[config.mk]
export PLATFORM = sky130hd
export DESIGN_NAME = hazard_forw_ctrl
export DESIGN_NICKNAME = d
export VERILOG_FILES = /design/src/rtl/hazard_forw_ctrl.sv
export SDC_FILE = /design/constraint.sdc
export NUM_CORES = 1
export LEC_CHECK = 0
export CAP_MARGIN = 20
export CORE_ASPECT_RATIO = 0.75
export CORE_UTILIZATION = 35
export DETAILED_ROUTE_END_ITERATION = 12
export DONT_BUFFER_PORTS = 1
export GPL_ROUTABILITY_DRIVEN = 0
export HOLD_SLACK_MARGIN = 0.06
export PLACE_DENSITY = 0.6
export SLEW_MARGIN = 20
export SYNTH_ARGS = -nofsm -noshare
export SYNTH_HDL_FRONTEND = slang
export SYNTH_SLANG_ARGS = --single-unit
[constraint.sdc]
create_clock -name clk -period 1.85 [get_ports clk]
set_clock_uncertainty 0.05 [all_clocks]
set_input_delay 0.2775 -clock clk [delete_from_list [all_inputs] [get_ports clk]]
set_output_delay 0.2775 -clock clk [all_outputs]
set_load 0.005 [all_outputs]
[src/rtl/hazard_forw_ctrl.sv]
// rtl/hazard_forw_ctrl.sv - EXE operand forwarding, load-use and multicycle hazard control
module hazard_forw_ctrl #(
    parameter int AW      = 5,
    parameter int NUM_SRC = 2,
    parameter int MC_LAT  = 4
) (
    input  logic                  clk,
    input  logic                  arst_n,
    input  logic [NUM_SRC*AW-1:0] id_src_addr,
    input  logic [NUM_SRC-1:0]    id_src_used,
    input  logic                  id_mc_op,
    input  logic [NUM_SRC*AW-1:0] exe_src_addr,
    input  logic [AW-1:0]         exe_reg_rd,
    input  logic                  exe_reg_write,
    input  logic                  exe_mem_read,
    input  logic                  exe_mc_start,
    input  logic [AW-1:0]         mem_reg_rd,
    input  logic                  mem_reg_write,
    input  logic [AW-1:0]         wb_reg_rd,
    input  logic                  wb_reg_write,
    output logic [2*NUM_SRC-1:0]  exe_forw_sel,
    output logic                  stall_id,
    output logic                  flush_exe,
    output logic                  mc_busy,
    output logic                  mc_done
);

    localparam int CW = (MC_LAT > 1) ? $clog2(MC_LAT) : 1;

    typedef enum logic {
        RUN,
        MC_WAIT
    } state_t;

    state_t          state;
    logic [CW-1:0]   count;
    logic [AW-1:0]   mc_rd_q;
    logic            mc_busy_q;
    logic            mc_done_q;

    logic [2*NUM_SRC-1:0] fwd_sel;
    logic [NUM_SRC-1:0]   lu_hit;
    logic [NUM_SRC-1:0]   mc_hit;
    logic                 lu_haz;
    logic                 mc_haz;
    logic                 hazard;

    genvar i;
    generate
        for (i = 0; i < NUM_SRC; i++) begin : g_src
            logic [AW-1:0] exe_src;
            logic [AW-1:0] id_src;
            logic          mem_hit;
            logic          wb_hit;

            assign exe_src = exe_src_addr[i*AW +: AW];
            assign id_src  = id_src_addr[i*AW +: AW];

            // Each stage is qualified only by its own write enable; r0 is hardwired zero.
            assign mem_hit = mem_reg_write && (mem_reg_rd != '0) && (mem_reg_rd == exe_src);
            assign wb_hit  = wb_reg_write && (wb_reg_rd != '0) && (wb_reg_rd == exe_src);

            assign fwd_sel[2*i +: 2] = mem_hit ? 2'b10 :
                                       wb_hit  ? 2'b01 : 2'b00;

            assign lu_hit[i] = id_src_used[i] && (id_src == exe_reg_rd);
            assign mc_hit[i] = id_src_used[i] && (id_src == mc_rd_q);
        end
    endgenerate

    assign lu_haz = exe_mem_read && exe_reg_write && (exe_reg_rd != '0) && (|lu_hit);
    assign mc_haz = (state == MC_WAIT) && (id_mc_op || ((mc_rd_q != '0) && (|mc_hit)));
    assign hazard = lu_haz || mc_haz;

    // Combinational outputs are gated by reset so they drop immediately with arst_n.
    assign exe_forw_sel = arst_n ? fwd_sel : '0;
    assign stall_id     = arst_n && hazard;
    assign flush_exe    = arst_n && hazard;
    assign mc_busy      = mc_busy_q;
    assign mc_done      = mc_done_q;

    always_ff @(posedge clk or negedge arst_n) begin
        if (!arst_n) begin
            state     <= RUN;
            count     <= '0;
            mc_rd_q   <= '0;
            mc_busy_q <= 1'b0;
            mc_done_q <= 1'b0;
        end else begin
            case (state)
                RUN: begin
                    mc_done_q <= 1'b0;
                    if (exe_mc_start) begin
                        state     <= MC_WAIT;
                        mc_rd_q   <= exe_reg_rd;
                        count     <= CW'(MC_LAT - 1);
                        mc_busy_q <= 1'b1;
                    end
                end
                MC_WAIT: begin
                    // A second start while busy is dropped: the in-flight op owns the unit.
                    if (count == '0) begin
                        state     <= RUN;
                        mc_busy_q <= 1'b0;
                        mc_done_q <= 1'b0;
                    end else begin
                        count     <= count - CW'(1);
                        mc_done_q <= (count == CW'(1));
                    end
                end
                default: begin
                    state     <= RUN;
                    mc_busy_q <= 1'b0;
                    mc_done_q <= 1'b0;
                end
            endcase
        end
    end

endmodule

Word-level counts from Yosys, hierarchy flattened
Index checks and enable logic that the tools add are counted.
W data, S select, Z words.
{"block": "totals", "word_cells": 63, "output_inout_bits": 8, "ff_bits": 10}
{"block": "op_classes", "addsub": 1, "mux": 16, "n_reduce_logical": 28, "n_eq_ne": 12, "bitwise_logic": 1}
{"op": "$eq A5 B5 Y1", "count": 8}
{"op": "$reduce_bool A5 Y1", "count": 4}
{"op": "$logic_and A1 B1 Y1", "count": 16}
{"op": "$mux W2", "count": 4}
{"op": "$mux W1", "count": 7}
{"op": "$pmux W1 S2", "count": 3}
{"op": "$reduce_and A2 Y1", "count": 3}
{"op": "$mux W4", "count": 1}
{"op": "$ne A2 B2 Y1 const B", "count": 2}
{"op": "$pmux W2 S2", "count": 1}
{"op": "$reduce_or A2 Y1", "count": 2}
{"op": "$eq A2 B1 Y1 const B", "count": 1}
{"op": "$logic_not A2 Y1", "count": 1}
{"op": "$logic_or A1 B1 Y1", "count": 2}
{"op": "$ne A2 B1 Y1 const B", "count": 1}
{"op": "$sub A2 B1 Y2 const B", "count": 1}
{"op": "$not A1 Y1", "count": 1}

Longest topological paths before layout
Gate-level depths: netlist (run 1).
{"block": "logic_depth", "ltp_word": 8, "mapped_depth": 6, "ltp_nobuf": 5}

Worst setup path before layout (run 1)
OpenSTA, ideal clock, no wires.
{"block": "synth_path", "kind": "register -> output", "from": "reg mc_rd_q[1]", "to": "out stall_id", "slack_ns": -0.021, "stages_incl_launch_ff": 6, "t_arrival_ns": 1.543, "cell_sequence": "dfrtp_1 -> or4_1 -> o211ai_1 -> a21oi_1 -> a311o_1 -> buf_4"}
{"block": "synth_between", "elab_chain_cells": 8, "elab_cells_between_ends": 11, "classes_between": "eq/ne: 2; reduce/logical: 9"}
{"item": "from (decl)", "line": "37", "text": "logic [AW-1:0] mc_rd_q;"}
{"item": "from (signal assigned)", "line": "95", "text": "mc_rd_q <= exe_reg_rd;"}
{"item": "$eq A5 B5 Y1", "line": "67", "text": "assign mc_hit[i] = id_src_used[i] && (id_src == mc_rd_q);"}
{"item": "$logic_and A1 B1 Y1", "line": "67"}
{"item": "$reduce_or A2 Y1", "line": "72", "text": "assign mc_haz = (state == MC_WAIT) && (id_mc_op || ((mc_rd_q != '0) && (|mc_hit)));"}
{"item": "$logic_and A1 B1 Y1 *", "line": "72"}
{"item": "$logic_or A1 B1 Y1 *", "line": "72"}
{"item": "$logic_and A1 B1 Y1 *", "line": "72"}
{"item": "$logic_or A1 B1 Y1 *", "line": "73", "text": "assign hazard = lu_haz || mc_haz;"}
{"item": "$logic_and A1 B1 Y1 *"}
{"item": "to (decl)", "line": "22", "text": "output logic stall_id,"}
Mark *: on every way between the ends. The rest lies on a longest branch, timed or not.

Final worst setup path (run 1)
{"block": "layout_path", "from": "reg mc_rd_q[1]", "to": "out flush_exe"}
{"block": "layout_between", "elab_chain_cells": 8, "elab_cells_between_ends": 11, "classes_between": "eq/ne: 2; reduce/logical: 9"}
{"item": "$eq A5 B5 Y1", "line": "67"}
{"item": "$logic_and A1 B1 Y1", "line": "67"}
{"item": "$reduce_or A2 Y1", "line": "72"}
{"item": "$logic_and A1 B1 Y1 *", "line": "72"}
{"item": "$logic_or A1 B1 Y1 *", "line": "72"}
{"item": "$logic_and A1 B1 Y1 *", "line": "72"}
{"item": "$logic_or A1 B1 Y1 *", "line": "73"}
{"item": "$logic_and A1 B1 Y1 *", "line": "78", "text": "assign flush_exe = arst_n && hazard;"}
{"item": "to (decl)", "line": "23", "text": "output logic flush_exe,"}
Marked as above.

==> flow_summary_export.csv, run 1 <==
group,metric,value,unit
clock_network,post_cts_resized,0,
synth,ys_ff_latch,10,
routing,routedWlPerCell,16.0,um
synth,postSynthCellCount,102,
grt,grt_pass1_vias,774,
timing,fin_crit,2.00,ns
routing,ant_nets,0,
clock_network,cts-buffers-inserted,3,
cells_and_area,drive_gt1_share,13.1,%
timing,worst_pin_slew,0.525,ns
grt,grt_max_degree,11,
timing,timing.fmax,499,MHz
pwr,irDropWorstVdd,629,uV
pwr,switching_power,382,uW
status,violations,"setup timing",
timing,setup_ws,-0.153,ns
timing,setup_tns,-0.307,ns
synth,yosysTopAreaCell,"xor2_1",
cells_and_area,fill_cells,251,
clock_network,clk_path_buf_depth,2,
setup_path,path_max_fanout,2,
routing,drc,0,
cells_and_area,final_util,41.2,%
pwr,pwr-share-seq,38.4,%
pwr,cellInternalPower,764,uW
timing,setup_viol,2,
routing,drt-total-wl,2.29,mm
floorplanning,row_count,16,
clock_network,path_clk_slew,0.05,ns
place,io_buffers,0,
pwr,power.density,1060,nW/um^2
floorplanning,die_w,62.7,um
synth,yosysUniqueCellTypes,23,
worst_hold_path,worstHoldPathType,"primary input to register",
status,outcome,"complete, but fails checks",
floorplanning,coreArea,2620,um^2
setup_path,cp-end-kind,"output pin",
pwr,swShare,33.3,%
floorplanning,fp.dieArea,2980,um^2
worst_hold_path,min_path_cells,1,
clock_network,clockRootBuffer,"clkbuf_8",
clock_network,tritoncts,"built",
synth,synth_common_cells,"30 x xor2_1, 10 x dfrtp_1, 10 x xnor2_1",
clock_network,cts_max_level,1,
timing,hold_ws,0.145,ns
routing,via_per_inst,5.41,
timing,finalMaxSlewViolations,0,
setup_path,cp.required,1.52,ns
timing,relSlewSlack,64.7,%
flow_run,maxCapViolCount,0,
grt,grt_pass1_wl,3.62,mm
setup_path,r2r_cells,5,
pwr,combPwrFrac,37.9,%
routing,drt_pre_antenna_iters,4,
synth,avgSynthCellArea,9.47,um^2
timing,fin_crit_sh,108,%
place,dp_hpwl,1.89,mm
synth,synthFlopType,"dfrtp_1",
grt,met3_usage,7.38,%
grt,track_usage,15.8,%
pwr,p_leak,0.413,nW
clock_network,clock_sink_count,10,
cells_and_area,area_growth,11.8,%
synth,synth_nets,149,
timing,hold_viol_final,0,
synth,synth_warnings,0,
routing,drt_iter0_drc,51,
cells_and_area,nNetsFinal,155,
synth,async_reset_ff_share,100,%
floorplanning,die_height,47.5,um
floorplanning,num_io_pins,53,
synth,synth_area,966,um^2
grt,grt_util_met2,25.9,%
setup_path,cp-start-kind,"register",
synth,synth_edf_count,0,
synth,yosysTopAreaCellShare,27.2,%
synth,synth.most_common_cell,"xor2_1",
setup_path,arrival,1.68,ns
floorplanning,start_util,36.8,%
setup_path,crit_type,"register to output pin",
pwr,clockPowerShare,23.7,%
synth,ys_seq_area_share,25.9,%
synth,ys_top_cells_by_area,"xor2_1 27%, dfrtp_1 26%, xnor2_1 9.1%, mux2_2 7.0%, or4_1 4.7%",
grt,gr-usage-met1,20.1,%
grt,busiest_layer,"met2",
grt,gr-total-overflow,0,
routing,vias,773,
timing,rsz0062_at_grt,"yes",
grt,antenna_found_initial,0,
cells_and_area,diodes,0,
clock_network,worstSkewPairLatency,0.23,ns
==> layer usage <==
| metal | share of wire (%) | vias up |
|---|---|---|
| met1 | 45 | 359 |
| met5 | 0 | - |
| met3 | 9.5 | 2 |
| met2 | 45 | 36 |
| met4 | 0.31 | 0 |
| li1 | - | 376 |
==> metrics by stage <==
| step | total power, mW | cells | setup WS [ns] | area [um^2] |
|---|---|---|---|---|
| after floorplan | 0.769 | 102 | -0.0209 | 966 |
| after global placement | 0.857 | 138 | 0.0859 | 1010 |
| after detailed placement | 0.873 | 138 | 0.0884 | 1010 |
| after CTS | 1.16 | 143 | -0.162 | 1080 |
| after global routing | 1.25 | 143 | -0.238 | 1080 |
| final | 1.15 | 143 | -0.153 | 1080 |
==> timing repair <==
item | in CTS | in global routing
setup endpoints to repair | 2 | 2
hold buffers | 1 | 0
setup buffers | 0 | 0
hold endpoints to repair | 10 | 0
==> path summary, 6_finish.rpt <==
path	start	to	slack [ns]
min in group asynchronous	arst_n	state	0.38
setup reg to reg	count[0]	count[1]	0.49
setup / recovery	mc_rd_q[1]	flush_exe	-0.15
max in group asynchronous	arst_n	mc_rd_q[0]	1.07
hold reg to reg	count[1]	count[1]	0.48
hold / removal	exe_reg_rd[0]	mc_rd_q[0]	0.15
==> cell type report <==
| type | instances | area (um^2) | area share, % |
|---|---|---|---|
| multi-input combinational | 86 | 689 | 63.8 |
| tap | 36 | 45.0 | 4.17 |
| clock buffer | 4 | 55.1 | 5.10 |
| sequential | 10 | 250 | 23.2 |
| inverter | 4 | 15.0 | 1.39 |
| timing repair buffer | 3 | 25.0 | 2.32 |
==> state kept, by name (all words and copies together), names as in the netlist <==
name,cells
count,2
mc_busy,1
mc_rd_q,5
state,1
mc_done,1
==> cells in the final DEF (no fill, tap or decap), types with 2 or more instances in the layout <==
master | netlist | routed
mux2_2 | 6 | 6
a21oi_1 | 3 | 3
nand3_1 | 6 | 6
ha_1 | 2 | 2
nor4_2 | 2 | 2
inv_1 | 4 | 4
o211ai_1 | 2 | 2
xor2_1 | 30 | 30
nor2_1 | 2 | 2
clkbuf_8 | 0 | 4
and2_1 | 3 | 3
or4_1 | 6 | 6
xnor2_1 | 10 | 10
nor4_1 | 6 | 6
o21ai_1 | 2 | 2
buf_4 | 1 | 2
dfrtp_1 | 10 | 10
==> worst max-delay path: stages, from the launching register on <==
cell and delay (ns):
dfrtp_1 0.38, or4_1 0.51, o211ai_1 0.17, a21oi_1 0.06, a311o_1 0.32
==> power groups by stage <==
| stage | clock network (mW) | logic (mW) | registers, mW |
|---|---|---|---|
| after floorplan | 0 | 0.361 | 0.409 |
| after global placement | 0 | 0.420 | 0.437 |
| after detailed placement | 0 | 0.432 | 0.441 |
| after CTS | 0.280 | 0.439 | 0.440 |
| after global routing | 0.292 | 0.496 | 0.458 |
| final | 0.272 | 0.434 | 0.440 |
==> cell families after synthesis <==
kind of cell / Yosys count / share of synthesized area, %
AOI/OAI and AO/OA: 11 / 7.64
xor gates and xnor gates: 40 / 36.3
adders and majority gates: 2 / 2.59
buffers and inverters: 6 / 2.72
DFF: 10 / 25.9
muxes: 6 / 6.99
and+or+nand+nor: 27 / 17.9
Note: power is estimated with default switching activity, not from simulation.
==> run 2: changes to the inputs <==
==> constraint.sdc (replaced) <==
create_clock -name clk -period 1.85 [get_ports clk]
set_clock_uncertainty 0.05 [all_clocks]
set_input_delay 0.37 -clock clk [delete_from_list [all_inputs] [get_ports clk]]
set_output_delay 0.37 -clock clk [all_outputs]
set_load 0.005 [all_outputs]
==> run 2 against run 1 <==
- the run still ends with setup timing left
- first-iteration DRC count decreased by 5.9%
- total power increased by 5.0%
- final cell count increased by 2.1%
- via count increased by 0.65%
- wire length increased by 4.7%
- critical path type unchanged
==> flow_summary_export.csv, run 2 (synthesis gave the netlist of run 1 again) <==
group,metric,value,unit
cells_and_area,largest-register,"mc_rd_q",
grt,track_usage,16.9,%
routing,routedWlPerCell,16.4,um
timing,setup_ws,-0.263,ns
pwr,power.density,1040,nW/um^2
cells_and_area,instances_no_fill,146,
cells_and_area,largest_reg_flops,5,
place,io_buffers,0,
worst_hold_path,worstHoldStart,"exe_reg_rd[4]",
routing,drt-total-wl,2.40,mm
pwr,clockPowerShare,22.7,%
status,violations,"setup timing",
pwr,switching_power,409,uW
cells_and_area,drive_gt1_share,20.9,%
setup_path,crit_path_cell_trace,"or4_1 > o211ai_1 > a21oi_1 > a311o_1",
worst_hold_path,hold_end,"mc_rd_q[4]",
cells_and_area,final_util,44.0,%
clock_network,cts_max_level,1,
clock_network,post-cts-setup-buffer-count,0,
clock_network,clock_sink_count,10,
cells_and_area,diodes,0,
clock_network,worstSkewPairLatency,0.24,ns
timing,worst_pin_slew,0.455,ns
routing,drc,0,
setup_path,cp_num_buf_inv,0,
setup_path,arrival,1.69,ns
grt,met3_usage,6.67,%
routing,via_per_inst,5.33,
timing,relSlewSlack,69.5,%
pwr,cellInternalPower,794,uW
timing,fin_crit,2.11,ns
pwr,irDropWorstVdd,682,uV
timing,setup_viol,3,
pwr,pwr-share-seq,36.1,%
clock_network,path_clk_slew,0.05,ns
pwr,p_leak,0.437,nW
timing,hold_viol_final,0,
grt,grt_max_degree,11,
grt,grt_pass1_wl,3.81,mm
routing,ant_nets,0,
timing,fin_crit_sh,114,%
setup_path,cp-end-kind,"output pin",
floorplanning,num_io_pins,53,
setup_path,cp.required,1.43,ns
routing,drt_iter0_drc,48,
setup_path,worst_path_max_delay_cell,"or4_1",
pwr,combPwrFrac,41.2,%
cells_and_area,final_cell_mix,"30 x xor2_1, 10 x xnor2_1, 10 x dfrtp_1",
routing,vias,778,
worst_hold_path,worstHoldPathType,"primary input to register",
setup_path,path_max_fanout,2,
place,dp.cells,141,
cells_and_area,area_growth,19.4,%
setup_path,r2r_slack,0.47,ns
clock_network,clockRootBuffer,"clkbuf_8",
timing,timing.fmax,473,MHz
grt,gr-usage-met1,19.4,%
timing,finalMaxSlewViolations,0,
pwr,swShare,34.0,%
cells_and_area,mostFrequentLayoutCell,"xor2_1",
worst_hold_path,min_path_cells,1,
grt,grt_util_met2,29.3,%
grt,gr-total-overflow,0,
setup_path,critPathTopFamily,"compound AO/OA/AOI/OAI gates",
floorplanning,start_util,36.8,%
clock_network,cts-buffers-inserted,3,
routing,drt_pre_antenna_iters,4,
cells_and_area,top_regs,"mc_rd_q x5, count x2",
floorplanning,die_w,62.7,um
floorplanning,row_count,16,
setup_path,r2r-end,"mc_rd_q[1]",
clock_network,clk_path_buf_depth,2,
floorplanning,die_height,47.5,um
grt,antenna_found_initial,0,
flow_run,maxCapViolCount,0,
cells_and_area,nNetsFinal,158,
cells_and_area,fill_cells,249,
grt,busiest_layer,"met2",
floorplanning,fp.dieArea,2980,um^2
setup_path,crit_type,"register to output pin",
clock_network,tritoncts,"built",
setup_path,max_stage_delay,0.52,ns
floorplanning,coreArea,2620,um^2
setup_path,r2r_cells,3,
status,outcome,"complete, but fails checks",
place,dp_hpwl,2.04,mm
setup_path,r2r-start,"state",
timing,rsz0062_at_grt,"yes",
grt,grt_pass1_vias,844,
setup_path,cp-start-kind,"register",
==> run 2: cell count changes in the layout (fill, tap and decap cells not counted) <==
| cell | before | now |
|---|---|---|
| and2_1 | 3 | 2 |
| and2_4 | 0 | 1 |
| buf_4 | 2 | 5 |
| nor4_1 | 6 | 4 |
| nor4_4 | 0 | 2 |
| o21ai_1 | 2 | 1 |
| o21ai_4 | 0 | 1 |
| or4_1 | 6 | 4 |
| or4_4 | 0 | 2 |
==> run 2: cell type report <==
type,instances,area [um^2],area share [%]
Sequential cell,10,250,21.7
Inverter,4,15.0,1.30
Tap cell,36,45.0,3.90
Clock buffer,4,55.1,4.77
Timing Repair Buffer,6,47.5,4.12
Multi-Input combinational cell,86,741,64.2
==> run 2: layer usage <==
metal | share of wire [%] | wire length [um] | vias up
met5 | 0 | 0 | -
li1 | - | - | 380
met4 | 0 | 0 | 0
met3 | 6.2 | 149 | 0
met2 | 50 | 1210 | 24
met1 | 44 | 1040 | 374
==> run 2: worst max-delay path by stage <==
stage / start / to / slack, ns / cells after the start
floorplan: exe_reg_rd[1] / stall_id / -0.15 / 5
global placement: exe_reg_rd[1] / flush_exe / -0.08 / 4
detailed placement: exe_reg_rd[1] / flush_exe / -0.11 / 4
CTS: mc_rd_q[1] / flush_exe / -0.28 / 4
global route: mc_rd_q[2] / flush_exe / -0.35 / 4
finish: mc_rd_q[1] / stall_id / -0.26 / 4
==> run 2: through the flow <==
step	setup TNS (ns)	total power, mW	hold WS (ns)	cell area, um^2	worst slack, ns
after floorplan	-0.161	0.769	0.0244	966	-0.153
after global placement	-0.304	0.895	0.0247	1040	-0.0792
after detailed placement	-0.398	0.918	0.0248	1040	-0.110
after CTS	-0.572	1.21	0.227	1120	-0.277
after global routing	-0.735	1.29	0.221	1150	-0.350
final	-0.531	1.20	0.235	1150	-0.263
==> run 2: power groups by stage <==
stage	sequential, mW	clock [mW]	combinational, mW
after floorplan	0.409	0	0.361
after global placement	0.432	0	0.463
after detailed placement	0.436	0	0.482
after CTS	0.433	0.285	0.494
after global routing	0.451	0.294	0.543
final	0.434	0.273	0.496
==> run 2: repair_timing <==
item	CTS	global route
resized for setup	4	5
pin swaps	4	5
hold buffers	1	0
setup endpoints to repair	5	6
hold endpoints to repair	10	0
==> run 3: changes to the inputs <==
PLACE_DENSITY = not set   (was 0.6)
SKIP_CTS_REPAIR_TIMING = 1   (was not set)
==> run 3 against run 2 <==
- combinational power barely moved
- maximum frequency barely moved
- design area rose by 0.43%
- total power rose by 0.21%
- core utilization rose by 0.19 points
- via count rose by 0.90%
- critical endpoint unchanged
- largest power group unchanged
- the flow still finishes with violations (setup timing)
- die area did not move
- sequential share of layout area fell by 0.094 points
==> flow_summary_export.csv, run 3 (synthesis gave the netlist of run 1 again) <==
group,metric,value,unit
floorplanning,start_util,36.8,%
setup_path,r2r-end,"mc_rd_q[1]",
timing,timing.fmax,473,MHz
setup_path,cp-end-kind,"output pin",
cells_and_area,largest-register,"mc_rd_q",
routing,vias,785,
status,violations,"setup timing",
timing,worst_pin_slew,0.447,ns
setup_path,arrival,1.69,ns
cells_and_area,drive_gt1_share,21.1,%
clock_network,path_clk_slew,0.05,ns
routing,ant_nets,0,
cells_and_area,mostFrequentLayoutCell,"xor2_1",
place,dp_hpwl,2.04,mm
flow_run,maxCapViolCount,0,
timing,rsz0062_at_grt,"yes",
cells_and_area,nNetsFinal,157,
pwr,power.density,1040,nW/um^2
grt,grt_max_degree,17,
setup_path,crit_type,"register to output pin",
floorplanning,coreArea,2620,um^2
setup_path,r2r-start,"state",
floorplanning,die_height,47.5,um
cells_and_area,largest_reg_flops,5,
place,io_buffers,0,
routing,via_per_inst,5.41,
worst_hold_path,worstHoldPathType,"primary input to register",
setup_path,path_max_fanout,2,
timing,finalMaxSlewViolations,0,
grt,gr-total-overflow,0,
floorplanning,die_w,62.7,um
routing,routedWlPerCell,16.6,um
clock_network,clock_sink_count,10,
pwr,p_leak,0.434,nW
pwr,irDropWorstVdd,681,uV
place,place_ws,-0.110,ns
cells_and_area,diodes,0,
cells_and_area,area_growth,19.9,%
grt,track_usage,16.4,%
grt,grt_pass1_wl,3.71,mm
floorplanning,fp.dieArea,2980,um^2
clock_network,worstSkewPairLatency,0.24,ns
clock_network,clk_path_buf_depth,2,
floorplanning,num_io_pins,53,
setup_path,cp-start-kind,"register",
grt,antenna_found_initial,0,
setup_path,r2r_cells,3,
timing,hold_viol_final,0,
cells_and_area,top_regs,"mc_rd_q x5, count x2",
worst_hold_path,hold_end,"mc_rd_q[4]",
timing,fin_crit,2.11,ns
timing,fin_crit_sh,114,%
setup_path,max_stage_delay,0.52,ns
routing,drc,0,
cells_and_area,final_cell_mix,"30 x xor2_1, 10 x xnor2_1, 10 x dfrtp_1",
grt,grt_pass1_vias,839,
clock_network,tritoncts,"built",
worst_hold_path,min_path_cells,1,
floorplanning,row_count,16,
timing,relSlewSlack,70.1,%
clock_network,cts-buffers-inserted,3,
routing,drt_pre_antenna_iters,4,
setup_path,crit_path_cell_trace,"or4_1 > o211ai_1 > a21oi_1 > a311o_1",
timing,setup_ws,-0.264,ns
clock_network,clockRootBuffer,"clkbuf_8",
setup_path,cp.required,1.43,ns
clock_network,cts_max_level,1,
setup_path,worst_path_max_delay_cell,"or4_1",
pwr,p_total,1.21,mW
routing,drt_iter0_drc,30,
status,outcome,"complete, but fails checks",
routing,drt-total-wl,2.40,mm
timing,setup_viol,2,
worst_hold_path,worstHoldStart,"exe_reg_rd[4]",
setup_path,r2r_slack,0.47,ns
[run 3: worst max path at each step]
stage / startpoint / to / slack [ns] / cells after the start
2_1_floorplan: exe_reg_rd[1] / stall_id / -0.15 / 5
3_3_place_gp: exe_reg_rd[1] / flush_exe / -0.08 / 4
3_5_place_dp: exe_reg_rd[1] / flush_exe / -0.11 / 4
4_1_cts: mc_rd_q[1] / flush_exe / -0.28 / 4
5_1_grt: mc_rd_q[2] / flush_exe / -0.35 / 4
6_report: mc_rd_q[1] / stall_id / -0.26 / 4
[run 3: final cells by class]
| type | instances | area [um^2] |
|---|---|---|
| multi-input cells | 86 | 753 |
| repair buffers | 5 | 40.0 |
| flip-flops and latches | 10 | 250 |
| clock buffers | 4 | 55.1 |
| inverters | 4 | 15.0 |
| well taps | 36 | 45.0 |
| fillers | 253 | 1460 |
[run 3: power breakdown]
part | total [mW] | internal, mW | switching [mW]
registers | 0.434 | 0.326 | 0.109
clock network | 0.272 | 0.187 | 0.0847
logic | 0.499 | 0.282 | 0.217
total | 1.21 | 0.794 | 0.411
[run 3: per-layer routing]
metal | track usage (%) | vias to the layer above | wire [um]
li1 | - | 376 | -
met1 | 18.7 | 387 | 1050
met2 | 29.3 | 22 | 1210
met3 | 6.43 | 0 | 145
met4 | 6.05 | 0 | 0
met5 | 0 | - | 0
[run 3: metrics by stage]
stage / instances / instance area (um^2) / utilization, % / hold slack (ns) / setup TNS (ns)
2_1_floorplan: 102 / 966 / - / 0.0244 / -0.161
3_5_place_dp: 141 / 1040 / 39.6 / 0.0248 / -0.398
4_1_cts: 145 / 1090 / 41.7 / -0.235 / -0.742
3_3_place_gp: 141 / 1040 / 39.6 / 0.0247 / -0.304
6_report: 145 / 1160 / 44.2 / 0.235 / -0.527
5_1_grt: 145 / 1160 / 44.2 / 0.221 / -0.708
[run 3: worst max-delay path: cells and delay by family, from the launching register on]
family	cells	cell delay, ns
flops	1	0.37
compound gates	3	0.58
simple gates	1	0.52
